<file path="src/rtl/i2c_config_sequencer.sv">
// Replays a register table through an I2C byte-write controller,
// one two-byte write (register address, data) per table entry.
module i2c_config_sequencer #(
    parameter int NUM_ENTRIES    = 10,
    parameter int IDX_W          = 4,
    parameter int GAP_CYCLES     = 64,
    parameter int TIMEOUT_CYCLES = 4096,
    parameter int TO_W           = 13
) (
    input  logic             clk,
    input  logic             reset,
    input  logic             start,
    input  logic [6:0]       dev_addr,
    output logic [IDX_W-1:0] tbl_index,
    input  logic [15:0]      tbl_entry,
    output logic             i2c_enable,
    output logic             i2c_mode,
    output logic [6:0]       i2c_addr,
    output logic [7:0]       i2c_byte,
    input  logic             i2c_ready,
    input  logic             i2c_wip,
    output logic             busy,
    output logic             done,
    output logic             error
);

    typedef enum logic [2:0] {
        IDLE, WAIT_RDY, SEND_REG, SEND_DATA,
        WAIT_STOP, GAP, DONE, ERR
    } state_t;

    localparam logic [TO_W-1:0]  TO_LAST  = TO_W'(TIMEOUT_CYCLES - 1);
    localparam logic [TO_W-1:0]  GAP_LAST = TO_W'(GAP_CYCLES - 1);
    localparam logic [IDX_W-1:0] IDX_LAST = IDX_W'(NUM_ENTRIES - 1);

    state_t           r_state, w_state;
    logic [TO_W-1:0]  r_cnt, w_cnt;
    logic [IDX_W-1:0] r_idx, w_idx;
    logic [6:0]       r_addr, w_addr;
    logic [7:0]       r_byte, w_byte;
    logic             r_en, w_en;
    logic             r_busy, w_busy;
    logic             r_done, w_done;
    logic             r_err, w_err;
    logic             r_mode;
    logic             r_wip_q;
    logic             w_wip_rise;
    logic             w_wait;

    always_comb begin
        w_state    = r_state;
        w_cnt      = r_cnt + 1'b1;
        w_idx      = r_idx;
        w_addr     = r_addr;
        w_byte     = r_byte;
        w_en       = r_en;
        w_busy     = r_busy;
        w_done     = 1'b0;
        w_err      = r_err;
        w_wip_rise = i2c_wip & ~r_wip_q;
        w_wait     = (r_state == WAIT_RDY) || (r_state == SEND_REG) ||
                     (r_state == SEND_DATA) || (r_state == WAIT_STOP);

        unique case (r_state)
            IDLE: begin
                w_cnt = '0;
                if (start) begin
                    w_state = WAIT_RDY;
                    w_idx   = '0;
                    w_err   = 1'b0;
                    w_busy  = 1'b1;
                end
            end
            WAIT_RDY: if (i2c_ready) begin
                w_state = SEND_REG;
                w_addr  = dev_addr;
                w_byte  = tbl_entry[15:8];
                w_en    = 1'b1;
            end
            SEND_REG: if (w_wip_rise) begin
                w_state = SEND_DATA;
                w_byte  = tbl_entry[7:0];
            end
            // Enable stays high so the controller chains the data byte.
            SEND_DATA: if (w_wip_rise) begin
                w_state = WAIT_STOP;
                w_en    = 1'b0;
            end
            WAIT_STOP: if (i2c_ready && !i2c_wip) begin
                w_state = GAP;
            end
            GAP: if (r_cnt == GAP_LAST) begin
                if (r_idx == IDX_LAST) begin
                    w_state = DONE;
                    w_done  = 1'b1;
                    w_busy  = 1'b0;
                end else begin
                    w_state = WAIT_RDY;
                    w_idx   = r_idx + 1'b1;
                end
            end
            DONE:    w_state = IDLE;
            ERR:     w_state = IDLE;
            default: w_state = IDLE;
        endcase

        // Progress wins over a timeout that lands on the same cycle.
        if (w_wait && (w_state == r_state) && (r_cnt == TO_LAST)) begin
            w_state = ERR;
            w_en    = 1'b0;
            w_err   = 1'b1;
            w_busy  = 1'b0;
        end

        if (w_state != r_state) begin
            w_cnt = '0;
        end
    end

    always_ff @(posedge clk) begin
        if (!reset) begin
            r_state <= IDLE;
            r_cnt   <= '0;
            r_idx   <= '0;
            r_addr  <= '0;
            r_byte  <= '0;
            r_en    <= 1'b0;
            r_busy  <= 1'b0;
            r_done  <= 1'b0;
            r_err   <= 1'b0;
            r_mode  <= 1'b1;
            r_wip_q <= 1'b0;
        end else begin
            r_state <= w_state;
            r_cnt   <= w_cnt;
            r_idx   <= w_idx;
            r_addr  <= w_addr;
            r_byte  <= w_byte;
            r_en    <= w_en;
            r_busy  <= w_busy;
            r_done  <= w_done;
            r_err   <= w_err;
            r_mode  <= 1'b1;
            r_wip_q <= i2c_wip;
        end
    end

    assign tbl_index  = r_idx;
    assign i2c_enable = r_en;
    assign i2c_mode   = r_mode;
    assign i2c_addr   = r_addr;
    assign i2c_byte   = r_byte;
    assign busy       = r_busy;
    assign done       = r_done;
    assign error      = r_err;

endmodule

</file>
<file path="config.mk">
export PLATFORM = sky130hd
export DESIGN_NAME = i2c_config_sequencer
export DESIGN_NICKNAME = d
export VERILOG_FILES = /design/src/rtl/i2c_config_sequencer.sv
export SDC_FILE = /design/constraint.sdc
export NUM_CORES = 1
export LEC_CHECK = 0
export BUFFER_PORTS_ARGS = -buffer_cell sky130_fd_sc_hd__buf_2
export CAP_MARGIN = 10
export CORE_MARGIN = 2
export CORE_UTILIZATION = 47
export DETAILED_ROUTE_END_ITERATION = 8
export PLACE_DENSITY = 0.75
export RECOVER_POWER = 50
export SETUP_SLACK_MARGIN = 0.2
export SLEW_MARGIN = 25
export SYNTH_ARGS = -nofsm -noshare
export SYNTH_HDL_FRONTEND = slang
export SYNTH_SLANG_ARGS = --single-unit
</file>
<file path="constraint.sdc">
create_clock -name clk -period 2.05 [get_ports clk]
set_input_delay 0.205 -clock clk [delete_from_list [all_inputs] [get_ports clk]]
set_output_delay 0.205 -clock clk [all_outputs]
set_load 0.1 [all_outputs]
</file>
# [Word level (Yosys, flattened, before mapping)]
# Cells that the tools add are included.
[op_classes] muxes=27 n_bitwise=3 n_addsub=2 n_eq_ne=19 n_reduce_logical=23
[ops] cell="$mux 3" n=8
[ops] cell="$pmux 3 s7" n=1
[ops] cell="$mux 8" n=2
[ops] cell="$pmux 8 s2" n=1
[ops] cell="$ne 2x2->1 const B" n=7
[ops] cell="$add 13x1->13 const B" n=1
[ops] cell="$eq 13x12->1 const B" n=1
[ops] cell="$eq 13x6->1 const B" n=1
[ops] cell="$eq 3x3->1 const B" n=4
[ops] cell="$mux 4" n=3
[ops] cell="$reduce_bool 2->1" n=5
[ops] cell="$mux 1" n=9
[ops] cell="$reduce_and 3->1" n=3
[ops] cell="$pmux 4 s2" n=1
[ops] cell="$reduce_and 4->1" n=2
[ops] cell="$eq 3x2->1 const B" n=2
[ops] cell="$add 4x1->4 const B" n=1
[ops] cell="$eq 4x4->1 const B" n=1
[ops] cell="$pmux 1 s2" n=2
[ops] cell="$reduce_and 2->1" n=2
[ops] cell="$reduce_or 2->1" n=2
[ops] cell="$eq 3x1->1 const B" n=1
[ops] cell="$eq 3x3->1" n=1
[ops] cell="$logic_and 1x1->1" n=3
[ops] cell="other kinds (7)" n=10
[word_totals] output_inout_bits=24 input_bits=28 word_cells=84 reg_bits=40

# [Logic depth before layout (Yosys ltp)]
# Gate-level depths: netlist of run 1.
[depth] depth_word=10 mapped_depth=9 depth_no_buf=8

# [Worst setup path after synthesis of run 1]
# Ideal clock, no wire load.
[synth_timing] kind="flip-flop to flip-flop" startpoint="reg r_idx[1] (netlist: tbl_index[1])" endpoint="reg r_cnt[6]" stages_incl_launch_ff=9 arrival_time_ns=2.447 setup_ns=0.118 n_path_buf=1 required_ns=1.932 setup_slack_ns=-0.515 synth_period_minus_slack_ns=2.565 path_cell_list="dfxtp_1 inv_1 ha_1 and3b_1 o22ai_1 o211ai_4 a22oi_2 buf_6 nor3_2"
[synth_between] elab_chain_len=10
[synth_rtl] item="from (decl)" line_no="38" rtl="logic [IDX_W-1:0] r_idx, w_idx;"
[synth_rtl] item="from (signal assigned)" line_no="136" rtl="r_idx <= w_idx;"
[synth_rtl] item="$eq 4x4->1 *" line_no="93" rtl="if (r_idx == IDX_LAST) begin"
[synth_rtl] item="$mux 3 *" line_no="93"
[synth_rtl] item="$mux 3 *" line_no="92" rtl="GAP: if (r_cnt == GAP_LAST) begin"
[synth_rtl] item="$pmux 3 s7 *" line_no="64" rtl="unique case (r_state)"
[synth_rtl] item="$eq 3x3->1" line_no="108" rtl="if (w_wait && (w_state == r_state) && (r_cnt == TO_LAST)) begin"
[synth_rtl] item="$logic_and 1x1->1 (2 in a row)" line_no="108"
[synth_rtl] item="$mux 3 *" line_no="108"
[synth_rtl] item="$ne 3x3->1 *" line_no="115" rtl="if (w_state != r_state) begin"
[synth_rtl] item="$reduce_or 3->1 (no source line) *"
[synth_rtl] item="to (signal assigned)" line_no="135" rtl="r_cnt <= w_cnt;"
[synth_rtl] item="to (decl)" line_no="37" rtl="logic [TO_W-1:0] r_cnt, w_cnt;"
# Mark *: on every way between the ends. The rest lies on a longest branch, timed or not.
# A chain may end at the register's enable or synchronous reset.

# [Worst setup path after layout of run 1]
[layout_timing] startpoint="reg r_cnt[12]" endpoint="reg r_cnt[8]"
[layout_between] elab_chain_len=9 elab_cells_between_ends=10 cone_classes="4 x eq/ne; 3 x mux; 3 x reduce/logical"
[layout_rtl] item="$eq 13x6->1" line_no="92"
[layout_rtl] item="$mux 3" line_no="92"
[layout_rtl] item="$pmux 3 s7" line_no="64"
[layout_rtl] item="$eq 3x3->1" line_no="108"
[layout_rtl] item="$logic_and 1x1->1 (2 in a row)" line_no="108"
[layout_rtl] item="$mux 3 *" line_no="108"
[layout_rtl] item="$ne 3x3->1 *" line_no="115"
[layout_rtl] item="$reduce_or 3->1 (no source line) *"
# Marked as above.

==> results by stage, run 1 <==
Status:
- The run finished with clean final reports.

Placed design:
- At the end of routability-driven placement, the weighted congestion stood at 0.804.
- The quantity of I/O buffers inserted on ports is 50.
- The placed standard-cell area is 0.00243 mm^2.
- The half-perimeter wire length after placement is 3220 um.

CTS:
- For this design, the sink count on the clock tree is 40.
- Buffers inserted to repair hold after CTS numbered 0.
- After clock tree synthesis, the clock-pin slew on the worst setup and hold paths is 0.07 ns.
- The root cell of the clock tree is sky130_fd_sc_hd__clkbuf_8.
- TritonCTS built the clock tree.
- The H-tree level count is 2.
- No sink is reached through more buffers than the 2 on the longest clock path.
- At the later pin of the worst-skew pair, clock insertion delay measures 0.29 ns.
- The total clock buffers created by CTS is 5.

Synth:
- Yosys mapped the design onto 49 distinct sky130hd cell types.
- Synthesis inferred 40 register bits.
- The dominant cell by count in the synthesized netlist is sky130_fd_sc_hd__dfxtp_1.
- Yosys mapped a number of flops with a built-in enable equal to 0.
- The mapped netlist covers 0.00201 mm^2.
- Yosys attributes the largest share of cell area to sky130_fd_sc_hd__dfxtp_1 40%, sky130_fd_sc_hd__nor3_2 5.0%, sky130_fd_sc_hd__nand2_1 4.9%.
- Yosys printed 0 warnings.
- The number of nets in the synthesized netlist is 255.
- Sequential cells were found to cover 39.8% of the synthesized design area.
- The post-synthesis cell type with the largest combined area is sky130_fd_sc_hd__dfxtp_1.
- The commonest cells after synthesis are 40 x sky130_fd_sc_hd__dfxtp_1, 26 x sky130_fd_sc_hd__nand2_1, 23 x sky130_fd_sc_hd__nor2_1.
- For this run, asynchronously set or reset flops after synthesis account for 0%.
- The top flip-flop cell by instance count after synthesis is sky130_fd_sc_hd__dfxtp_1.
- The synthesized design devotes to its leading area cell type 39.8% of total area.
- The gate count of the mapped netlist is 224.
- The mean instance size in the synthesized netlist is 8.98 um^2.

Power:
- Dividing total power by cell area gives a power density of 771 mW/mm^2.
- The post-layout total power is 2.13 mW.
- Summed over all cells, the static leakage comes to 1.01 nW.
- The maximum resistive drop on vdd is 0.657 mV.

Floorplanning:
- Measured along the x axis, the die boundary spans 69.4 um.
- In this run the core area contains 23 standard-cell rows.
- For this design the top-level I/O count stands at 52.
- For this configuration, the core starts out at a cell density of 49.6%.
- After floorplanning, the core was sized to cover 0.00406 mm^2.
- The die outline height is 69.4 um.
- The floorplan die area is 0.00482 mm^2.

Setup path:
- Among all stages on the critical path, the largest delay is contributed by sky130_fd_sc_hd__or4_4.
- The worst register-to-register path begins at r_cnt[12].
- The worst endpoint data arrival time is 2.17 ns.
- The flop-to-flop setup slack is 0.07 ns.
- At the worst endpoint, the required time is 2.23 ns.
- The reg-to-reg critical path endpoint is r_cnt[8].
- The critical path goes through or4_4, nor4_4, buf_6, nor3b_4, o41ai_2, nand3_2, clkbuf_16, nor3_2.
- STA classifies the critical path endpoint as a flop.
- The critical path is of the flop to flop type.
- The worst setup path is launched from a flop.
- For this run, the slowest stage of the critical path takes 0.54 ns.
- In this run the worst path has a maximum fanout of 6.
- For the worst flop-to-flop path, the logic depth is 8.

Routing:
- The number of design-rule violations left by the first detailed-router iteration is 104.
- Once detail routing completed, the nets flagged for antenna violations numbered 0.
- The number of design rule violations left after detail routing is 0.
- The total wire length is 4760 um.
- Dividing the detail-routed wire length by the instance count gives 13.9 um.
- For this block, the via count after detailed routing is 1801.
- The via density per instance is 5.28.
- The first detailed-routing pass ran for 4 iterations.

Timing:
- The maximum clock frequency is 0.504 GHz.
- The final setup violation count is 0.
- The period utilization is 96.7%.
- The worst path in the final design needs a cycle of 1.98 ns, including I/O delays and setup.
- For the pin with the worst max-slew slack, the measured transition is 1.19 ns.
- The number of pins exceeding their max-slew limit in the final report is 0.
- Across the routed clock network, the largest skew measured is 0.00731 ns.
- Setup repair after global routing could not meet its margin everywhere.
- The final hold violation count is 0.
- In the final timing run, aggregate negative setup slack is 0 ns.
- The worst relative slew slack is 21.1%.

Layout:
- The area growth from synthesis to final layout is 37.1%.
- The share of layout cells above drive strength 1 is 38.1%.
- The filler cells instantiated in the layout total 355.
- The repair_antennas step left the layout with diodes totalling 0.
- The number of nets at the end of the flow is 322.
- Cells fill 68.0% of the core in the end.
- Summing all non-filler instances in the final layout gives an area of 0.00276 mm^2.

Global routing:
- The via count of the first global-routing pass is 1717.
- The maximum number of pins on one net before global-route repair is 19.
- The number of antenna violations at the first check in global routing is 0.
- After global routing the overflow that remains totals 0.
- The first global-routing pass estimated 7820 um of wire.
- Global routing consumed, over all layers together, 19.7% of the routing resources.

Run:
- Across the run, the number of max-cap violations was 0.

Worst hold path:
- The startpoint identified for the worst hold timing path is dev_addr[0].
- In this run the worst hold path is classified as input pin to flop.
- The hold path endpoint is i2c_addr[0].
- The worst hold path stage count is 3.
per-layer routing:
metal / vias up / part of all wire [%] / global-route usage [%]
met3: 7 / 4.1 / 5.09
met1: 839 / 44 / 25.3
li1: 917 / - / -
met4: 0 / 1.4 / 4.58
met2: 38 / 51 / 33.2
met5: - / 0 / 0
sequential cells by signal (all words and copies together) (netlist names):
signal,cells
done,1
busy,1
error,1
r_wip_q,1
i2c_byte,8
i2c_addr,7
r_cnt,13
tbl_index,4
r_state,3
i2c_enable,1
through the flow:
step	hold WS (ns)	cells	worst slack, ns
floorplan	0.322	224	0.143
finish	0.144	341	0.0675
global route	0.145	341	-0.0260
detailed placement	0.433	327	-0.0336
global placement	0.427	327	0.0544
CTS	0.144	340	-0.00580
cell type report:
type | instances | area (um^2) | area share, %
Multi-Input combinational cell | 170 | 1340 | 48.7
Timing Repair Buffer | 71 | 444 | 16.1
Sequential cell | 40 | 821 | 29.8
Inverter | 3 | 11.3 | 0.408
Clock inverter | 1 | 5.00 | 0.181
Tap cell | 50 | 62.6 | 2.27
Clock buffer | 6 | 72.6 | 2.63
worst max path at each step:
stage / depth (start not counted) / slack [ns] / startpoint / to
after floorplan: 7 / 0.14 / r_cnt[12] / r_cnt[0]
after global placement: 7 / 0.05 / r_cnt[12] / r_cnt[4]
after detailed placement: 7 / -0.03 / r_cnt[12] / r_cnt[7]
after CTS: 8 / -0.006 / r_cnt[12] / r_cnt[7]
after global routing: 9 / -0.03 / r_cnt[12] / tbl_index[2]
final: 8 / 0.07 / r_cnt[12] / r_cnt[8]
critical path, delay by kind of cell (launching register included):
kind | cells | cell delay, ns
flops | 1 | 0.32
buf+inv | 2 | 0.34
simple gates | 5 | 1.12
compound gates | 1 | 0.09
cells in the final DEF (no fill, tap or decap), drive strengths merged, types with 2 or more instances in the layout:
cell type	n
nor4	2
nand2	26
and2	4
a211oi	8
ha	3
a21oi	14
o22ai	2
dfxtp	40
nor2b	2
nor3b	4
xnor2	9
a31oi	3
mux2i	8
clkbuf	31
and3	3
nand2b	5
o21a	2
nand3	7
o21ai	5
inv	2
nor2	23
clkinv	2
nor3	15
buf	46
xor2	5
nand3b	4
or3	2
where the power goes:
group          internal [mW]  switching [mW]  leakage (nW)  total (mW)
clock network          0.231           0.255        0.0410       0.486
logic                  0.228           0.539         0.634       0.767
registers              0.827          0.0454         0.331       0.872
total                   1.29           0.840          1.01        2.13
repair_timing:
action                                 4_1_cts  5_1_grt
setup endpoints to repair                   20       32
gates cloned                                 0        1
gates resized for setup                     17       27
endpoints found under the hold margin        0        0
setup buffers                                6        0
pin swaps                                    9       13
logic make-up after synthesis:
family | Yosys count | synth area share, %
DFF | 40 | 39.8
adders and majority gates | 3 | 1.87
xor gates and xnor gates | 14 | 6.09
buffers and inverters | 14 | 3.54
muxes | 8 | 3.98
other | 1 | 0.186
and+or+nand+nor | 102 | 29.8
AOI/OAI and AO/OA | 42 | 14.7
Note: power is estimated with default switching activity, not from simulation.
==> run 2: changes to the inputs <==
Settings changed: CELL_PAD_IN_SITES_DETAIL_PLACEMENT set to 1, CELL_PAD_IN_SITES_GLOBAL_PLACEMENT set to 2, CORE_UTILIZATION 47 to 28, PLACE_DENSITY 0.75 to not set, PLACE_DENSITY_LB_ADDON set to 0.1.
==> results by stage, run 2 (synthesized netlist as in run 1, its figures left out) <==
Floorplanning:
- The total I/O pin count is 52.
- After floorplanning, the core was sized to cover 0.00687 mm^2.
- The total number of placement rows is 30.
- In this run the horizontal extent of the chip is 88.8 um.
- From bottom edge to top edge, the die measures 88.8 um.
- The initial utilization of the core area, before any placement, comes to 29.3%.
- The die covers 0.00788 mm^2.

Layout:
- Cells with a size suffix above 1 make up 33.2% of the layout.
- The number of flip-flops in the largest register is 13.
- For this run, the number of standard cells in the final layout without fillers is 388.
- The area growth from synthesis to final layout is 33.1%.
- For this run, the post-layout net count is 322.
- In the final layout, the multi-input gates occupy 0.00122 mm^2.
- The filler cells instantiated in the layout total 814.
- The count of antenna diodes in the layout is 0.
- The largest register by flop count is r_cnt.
- Leaving out fill and tap cells, the most frequent cell in the layout is sky130_fd_sc_hd__dfxtp_1.
- In the layout the commonest cells are 31 x sky130_fd_sc_hd__dfxtp_1, 26 x sky130_fd_sc_hd__buf_2, 25 x sky130_fd_sc_hd__clkbuf_1.
- Once layout is done, the placed cells without fillers occupy 0.00268 mm^2.
- The sequential cells in the finished layout cover a total of 817 um^2.

CTS:
- CTS built an H-tree with a depth of 2.
- The tree is rooted in a sky130_fd_sc_hd__clkbuf_8.
- No sink is reached through more buffers than the 2 on the longest clock path.
- Clock tree synthesis inserted a total of 5 buffers.
- TritonCTS built the clock tree.
- Clock tree synthesis found a total of 40 sinks.
- The CTS clock-pin slew for the worst setup and hold paths is 0.08 ns.
- The number of hold buffers added after CTS was 0.
- The clock insertion delay at the later pin of the skew report is 0.29 ns.

Routing:
- The number of optimization iterations in the first detailed-route pass is 4.
- Dividing the detail-routed wire length by the instance count gives 13.1 um.
- Summed over all layers, the routed wires come to 5070 um.
- Once detail routing completed, the nets flagged for antenna violations numbered 0.
- After detailed routing, the number of vias per cell comes to 4.59.
- After detailed routing, the number of remaining DRC violations is 0.
- The detailed router placed 1782 vias in this run.
- The number of design-rule violations left by the first detailed-router iteration is 58.

Global routing:
- Entering global routing, the biggest net connects 14 pins.
- The number of antenna violations at the first check in global routing was 0.
- The via count of the first global-routing pass is 1783.
- The first global-routing pass estimated 8690 um of wire.
- Summed over all layers, the global routing overflow is 0.
- Global routing consumed, over all layers together, 14.1% of the routing resources.

Timing:
- The worst path uses 95.3% of the clock period.
- The final setup violation count is 0.
- The worst-margin pin slew is 1.19 ns.
- The worst path meets setup with 0.0956 ns of slack.
- The clock period could shrink to 1.95 ns.
- The final hold violation count came to 0.
- The number of pins exceeding their max-slew limit in the final report is 0.
- The final-layout setup total negative slack is 0 ns.
- Setup repair after global routing could not meet its margin everywhere.
- The worst relative slew slack is 21.0%.
- The post-route worst hold slack is 0.139 ns.
- The maximum clock frequency is 0.512 GHz.
- The clock arrives with 0.00425 ns of skew.

Setup path:
- Walking the worst path, the cells encountered are or4_4, nor4_4, o21ai_2, o211ai_4, a22oi_2, buf_12, nor3b_2.
- Together, buffers and inverters on the worst path number 1.
- The top fanout value on the critical path is 13.
- The slowest cell on the critical path is sky130_fd_sc_hd__or4_4.
- Counting cells, the worst reg-to-reg path comes to 7.
- The type of element capturing the critical path is a flop.
- The largest single stage delay on the critical path is 0.53 ns.
- The critical path is of the flop to flop type.
- The flop-to-flop setup slack is 0.1 ns.
- The data required time at the worst endpoint is 2.28 ns.
- The endpoint identified for the worst register-to-register timing path is r_cnt[4].
- The type of origin of the critical path is a flop.
- The worst endpoint data arrival time is 2.18 ns.
- The startpoint of the lowest-slack register-to-register path is r_cnt[12].
- In this design, the largest share of critical-path delay is due to simple AND/OR/NAND/NOR gates.

Worst hold path:
- The worst hold path terminates at i2c_addr[4].
- The worst hold path stage count is 3.
- The launch point of the worst hold path is dev_addr[4].
- In this run the worst hold path is classified as input pin to flop.

Placed design:
- In this run the cell area measured after placement is 0.00252 mm^2.
- The placed cell count is 377.
- The worst slack at placement is 0.0592 ns.
- The final weighted congestion in routability-driven placement is 0.774.
- The quantity of I/O buffers inserted on ports is 50.
- The HPWL after detailed placement is 3910 um.

Status:
- The run finished with clean final reports.

Power:
- IR analysis of the VDD net gives a maximum drop of 0.406 mV.
- For this design the static power due to leakage is 0.966 nW.
- Dividing total power by cell area gives a power density of 840 mW/mm^2.

Run:
- The total of max-cap violations is 0.
-- run 2: changes by cell type in the layout (fill, tap and decap cells not counted), moves of 2 or more --
cell and change:
sky130_fd_sc_hd__nor3_2 +2, sky130_fd_sc_hd__buf_6 -4, sky130_fd_sc_hd__a31oi_1 +3, sky130_fd_sc_hd__a21oi_1 +4
sky130_fd_sc_hd__a31oi_4 -2, sky130_fd_sc_hd__buf_4 +6, sky130_fd_sc_hd__nor3_4 -2, sky130_fd_sc_hd__a21oi_2 -4
-- run 2: cell type report --
type	count	area share, %
well taps	96	4.49
clock buffers	5	2.57
clock inverters	3	1.54
flip-flops and latches	40	30.5
repair buffers	71	15.0
inverters	3	0.421
multi-input cells	170	45.4
-- run 2: worst max path at each step --
stage	start	endpoint	slack, ns	cells after the start
final	r_cnt[12]	r_cnt[4]	0.1	7
after detailed placement	r_cnt[12]	r_cnt[1]	0.06	7
after floorplan	r_cnt[12]	r_cnt[0]	0.14	7
after global routing	r_cnt[12]	r_cnt[7]	-0.03	7
after global placement	r_cnt[12]	r_cnt[1]	0.11	7
after CTS	r_cnt[12]	r_cnt[7]	0.06	7
-- run 2: through the flow --
| step | power, mW | utilization [%] |
|---|---|---|
| after floorplan | 1.44 | - |
| after global placement | 1.61 | 36.7 |
| after detailed placement | 1.61 | 36.7 |
| after CTS | 2.29 | 38.9 |
| after global routing | 2.37 | 39.0 |
| final | 2.25 | 39.0 |
-- run 2: worst reg2reg max path: cells and delay by family, from the launching register on --
kind	cells	cell delay [ns]
compound gates	3	0.45
buf+inv	1	0.16
simple gates	3	0.95
flops	1	0.32
-- run 2: timing repair --
action | in CTS | in global routing
buffers inserted | 3 | 0
gates resized for setup | 4 | 9
pin swaps | 3 | 4
setup endpoints to repair | 18 | 27
-- run 2: layer usage --
metal	track usage, %	routed length, um	vias up
li1	-	-	918
met2	21.0	2210	40
met5	0	0	-
met4	4.13	47	0
met1	20.1	2570	820
met3	3.54	241	4
-- run 2: power by group --
group / total (mW) / switching [mW] / internal [mW]
Combinational: 0.730 / 0.523 / 0.207
Clock: 0.651 / 0.290 / 0.361
Sequential: 0.868 / 0.0428 / 0.825
Total: 2.25 / 0.856 / 1.39
==> run 3: changes to the inputs <==
Settings changed: CORE_UTILIZATION 28 to 31.
Clock period 2.05 ns to 1.95 ns, I/O delays scaled along.
==> results by stage, run 3 (synthesized netlist as in run 1, its figures left out) <==
Setup path:
- The type of origin of the critical path is a flop.
- The worst endpoint data arrival time is 2.19 ns.
- The worst setup path is captured at a flop.
- Along the worst path, the maximum fanout reaches 13.
- The critical path is of the flop to flop type.
- For the worst setup path, the data required time is 2.18 ns.

Floorplanning:
- From bottom edge to top edge, the die measures 84.6 um.
- The effective utilization at floorplan is 31.9%.
- The die covers 0.00715 mm^2.
- The chip width is 84.6 um.
- The core outline area is 0.00631 mm^2.
- In this run the core area contains 29 standard-cell rows.
- In this run the count of I/O pins placed on the die edge is 52.

Global routing:
- The via count of the first global-routing pass came to 1898.
- The global-route congestion overflow total is 0.
- The maximum number of pins on one net before global-route repair is 17.
- The number of antenna violations at the first check in global routing is 0.
- The total track usage is 15.7%.
- The wire length of the first global-routing pass is 9050 um.

CTS:
- No sink is reached through more buffers than the 2 on the longest clock path.
- Clock tree synthesis found a total of 40 sinks.
- TritonCTS built the clock tree.
- Hold repair after CTS inserted 0 buffers.
- The root cell of the clock tree is sky130_fd_sc_hd__clkbuf_8.
- The H-tree level count is 2.
- The clock insertion delay at the later pin of the skew report is 0.30 ns.
- TritonCTS created 5 clock buffers.
- After clock tree synthesis, the clock-pin slew on the worst setup and hold paths is 0.08 ns.

Routing:
- After detailed routing, the total wire length is 5390 um.
- The number of optimization iterations in the first detailed-route pass is 4.
- The final route contains 1834 vias.
- The number of design-rule violations left by the first detailed-router iteration is 55.
- The remaining antenna violation count after routing is 0.
- After detailed routing, the average wire length per cell comes to 14.1 um.
- Dividing the detail-routed via count by the number of cells gives 4.79.
- For this run, design rule violations remaining after detail routing come to 0.

Layout:
- In the final design database the tool counted 336 nets.
- The area growth from synthesis to final layout is 41.7%.
- The share of layout cells above drive strength 1 is 46.1%.
- After routing the design area is 0.00285 mm^2.
- After the flow finishes, the layout carries non-filler instances totaling 383.
- The repair_antennas step left the layout with diodes totalling 0.
- Cells fill 45.1% of the core in the end.
- Leaving out fill and tap cells, the most frequent cells in the layout are 30 x sky130_fd_sc_hd__dfxtp_1, 30 x sky130_fd_sc_hd__buf_2, 27 x sky130_fd_sc_hd__buf_4.
- The largest register by flop count is r_cnt.
- After filler insertion, the fill cell instance count of the layout stands at 774.
- The register with the most flip-flops in the layout has 13 of them.

Timing:
- The final worst clock skew is 0.00632 ns.
- The number of pins exceeding their max-slew limit in the final report came to 0.
- The final critical delay including setup and external delays is 1.96 ns.
- The final worst setup slack is -0.00961 ns.
- Static timing analysis puts the maximum clock frequency at 0.510 GHz.
- Setup repair after global routing could not meet its margin everywhere.
- Setup violations remaining at the end of the flow were counted as 1.
- The worst-margin pin slew is 1.17 ns.
- The final hold violation count is 0.
- The period utilization is 100%.
- The worst relative slew slack is 22.3%.

Placed design:
- Detailed placement ended at an HPWL of 4030 um.
- The placed cell count is 369.
- The final weighted congestion in routability-driven placement is 0.809.
- In this run the cell area measured after placement is 0.00258 mm^2.
- The quantity of I/O buffers inserted on ports is 50.

Status:
- The checks that failed: setup timing.
- The flow ran to the end, but the final reports show violations.

Power:
- The maximum resistive drop on vdd is 0.362 mV.
- The power density relative to cell area is 849 mW/mm^2.
- In this run the static leakage power is 1.14 nW.
- Overall power consumption after layout is estimated at 2.42 mW.

Worst hold path:
- The type of the most critical hold path is input pin to flop.

Run:
- The total of max-cap violations is 0.
-- run 3: where the power goes --
| group | leakage (nW) | internal (mW) | switching, mW |
|---|---|---|---|
| Clock | 0.0585 | 0.380 | 0.312 |
| Sequential | 0.330 | 0.868 | 0.0401 |
| Combinational | 0.748 | 0.251 | 0.568 |
| Total | 1.14 | 1.50 | 0.920 |
-- run 3: final timing paths --
kind | from | end | slack, ns | cells past startpoint
max | r_cnt[12] | r_cnt[1] | -0.01 | 8
min | dev_addr[3] | i2c_addr[3] | 0.12 | 3
max reg2reg | r_cnt[12] | r_cnt[1] | -0.01 | 8
min reg2reg | i2c_addr[2] | i2c_addr[2] | 0.46 | 2
-- run 3: critical path, stage by stage (launching register included) --
cell and delay [ns]:
sky130_fd_sc_hd__dfxtp_2 0.33, sky130_fd_sc_hd__or4_4 0.53, sky130_fd_sc_hd__nor4_4 0.17, sky130_fd_sc_hd__buf_4 0.17
sky130_fd_sc_hd__o21ai_4 0.06, sky130_fd_sc_hd__o211ai_4 0.20, sky130_fd_sc_hd__a22oi_2 0.12, sky130_fd_sc_hd__buf_12 0.17
sky130_fd_sc_hd__nor3b_2 0.14
-- run 3: what timing repair did --
item / in CTS / in global routing
pin swaps: 4 / 5
setup endpoints to repair: 23 / 25
gates resized for setup: 11 / 18
setup buffers: 3 / 3
-- run 3: final cells by class --
class                   instances  area (um^2)  share of cell area (%)
well taps                      77         96.3                    3.38
clock buffers                   5         68.8                    2.41
clock inverters                 3         41.3                    1.45
inverters                       3         11.3                   0.395
flip-flops and latches         40          818                    28.7
repair buffers                 85          553                    19.4
multi-input cells             170         1260                    44.2
-- run 3: per-layer routing --
metal	vias to the layer above	routed length, um	track usage, %
met5	-	0	0
met4	0	69	4.33
met3	6	296	5.01
met1	850	2620	21.9
met2	37	2400	23.3
li1	941	-	-
-- run 3: through the flow --
step           hold WS [ns]  setup slack (ns)  setup TNS, ns
6_report              0.122          -0.00961       -0.00961
4_1_cts               0.113           -0.0206        -0.0456
5_1_grt               0.116            -0.117          -1.59
3_3_place_gp          0.439            0.0112              0
2_1_floorplan         0.312            0.0447              0
3_5_place_dp          0.442           -0.0312        -0.0451
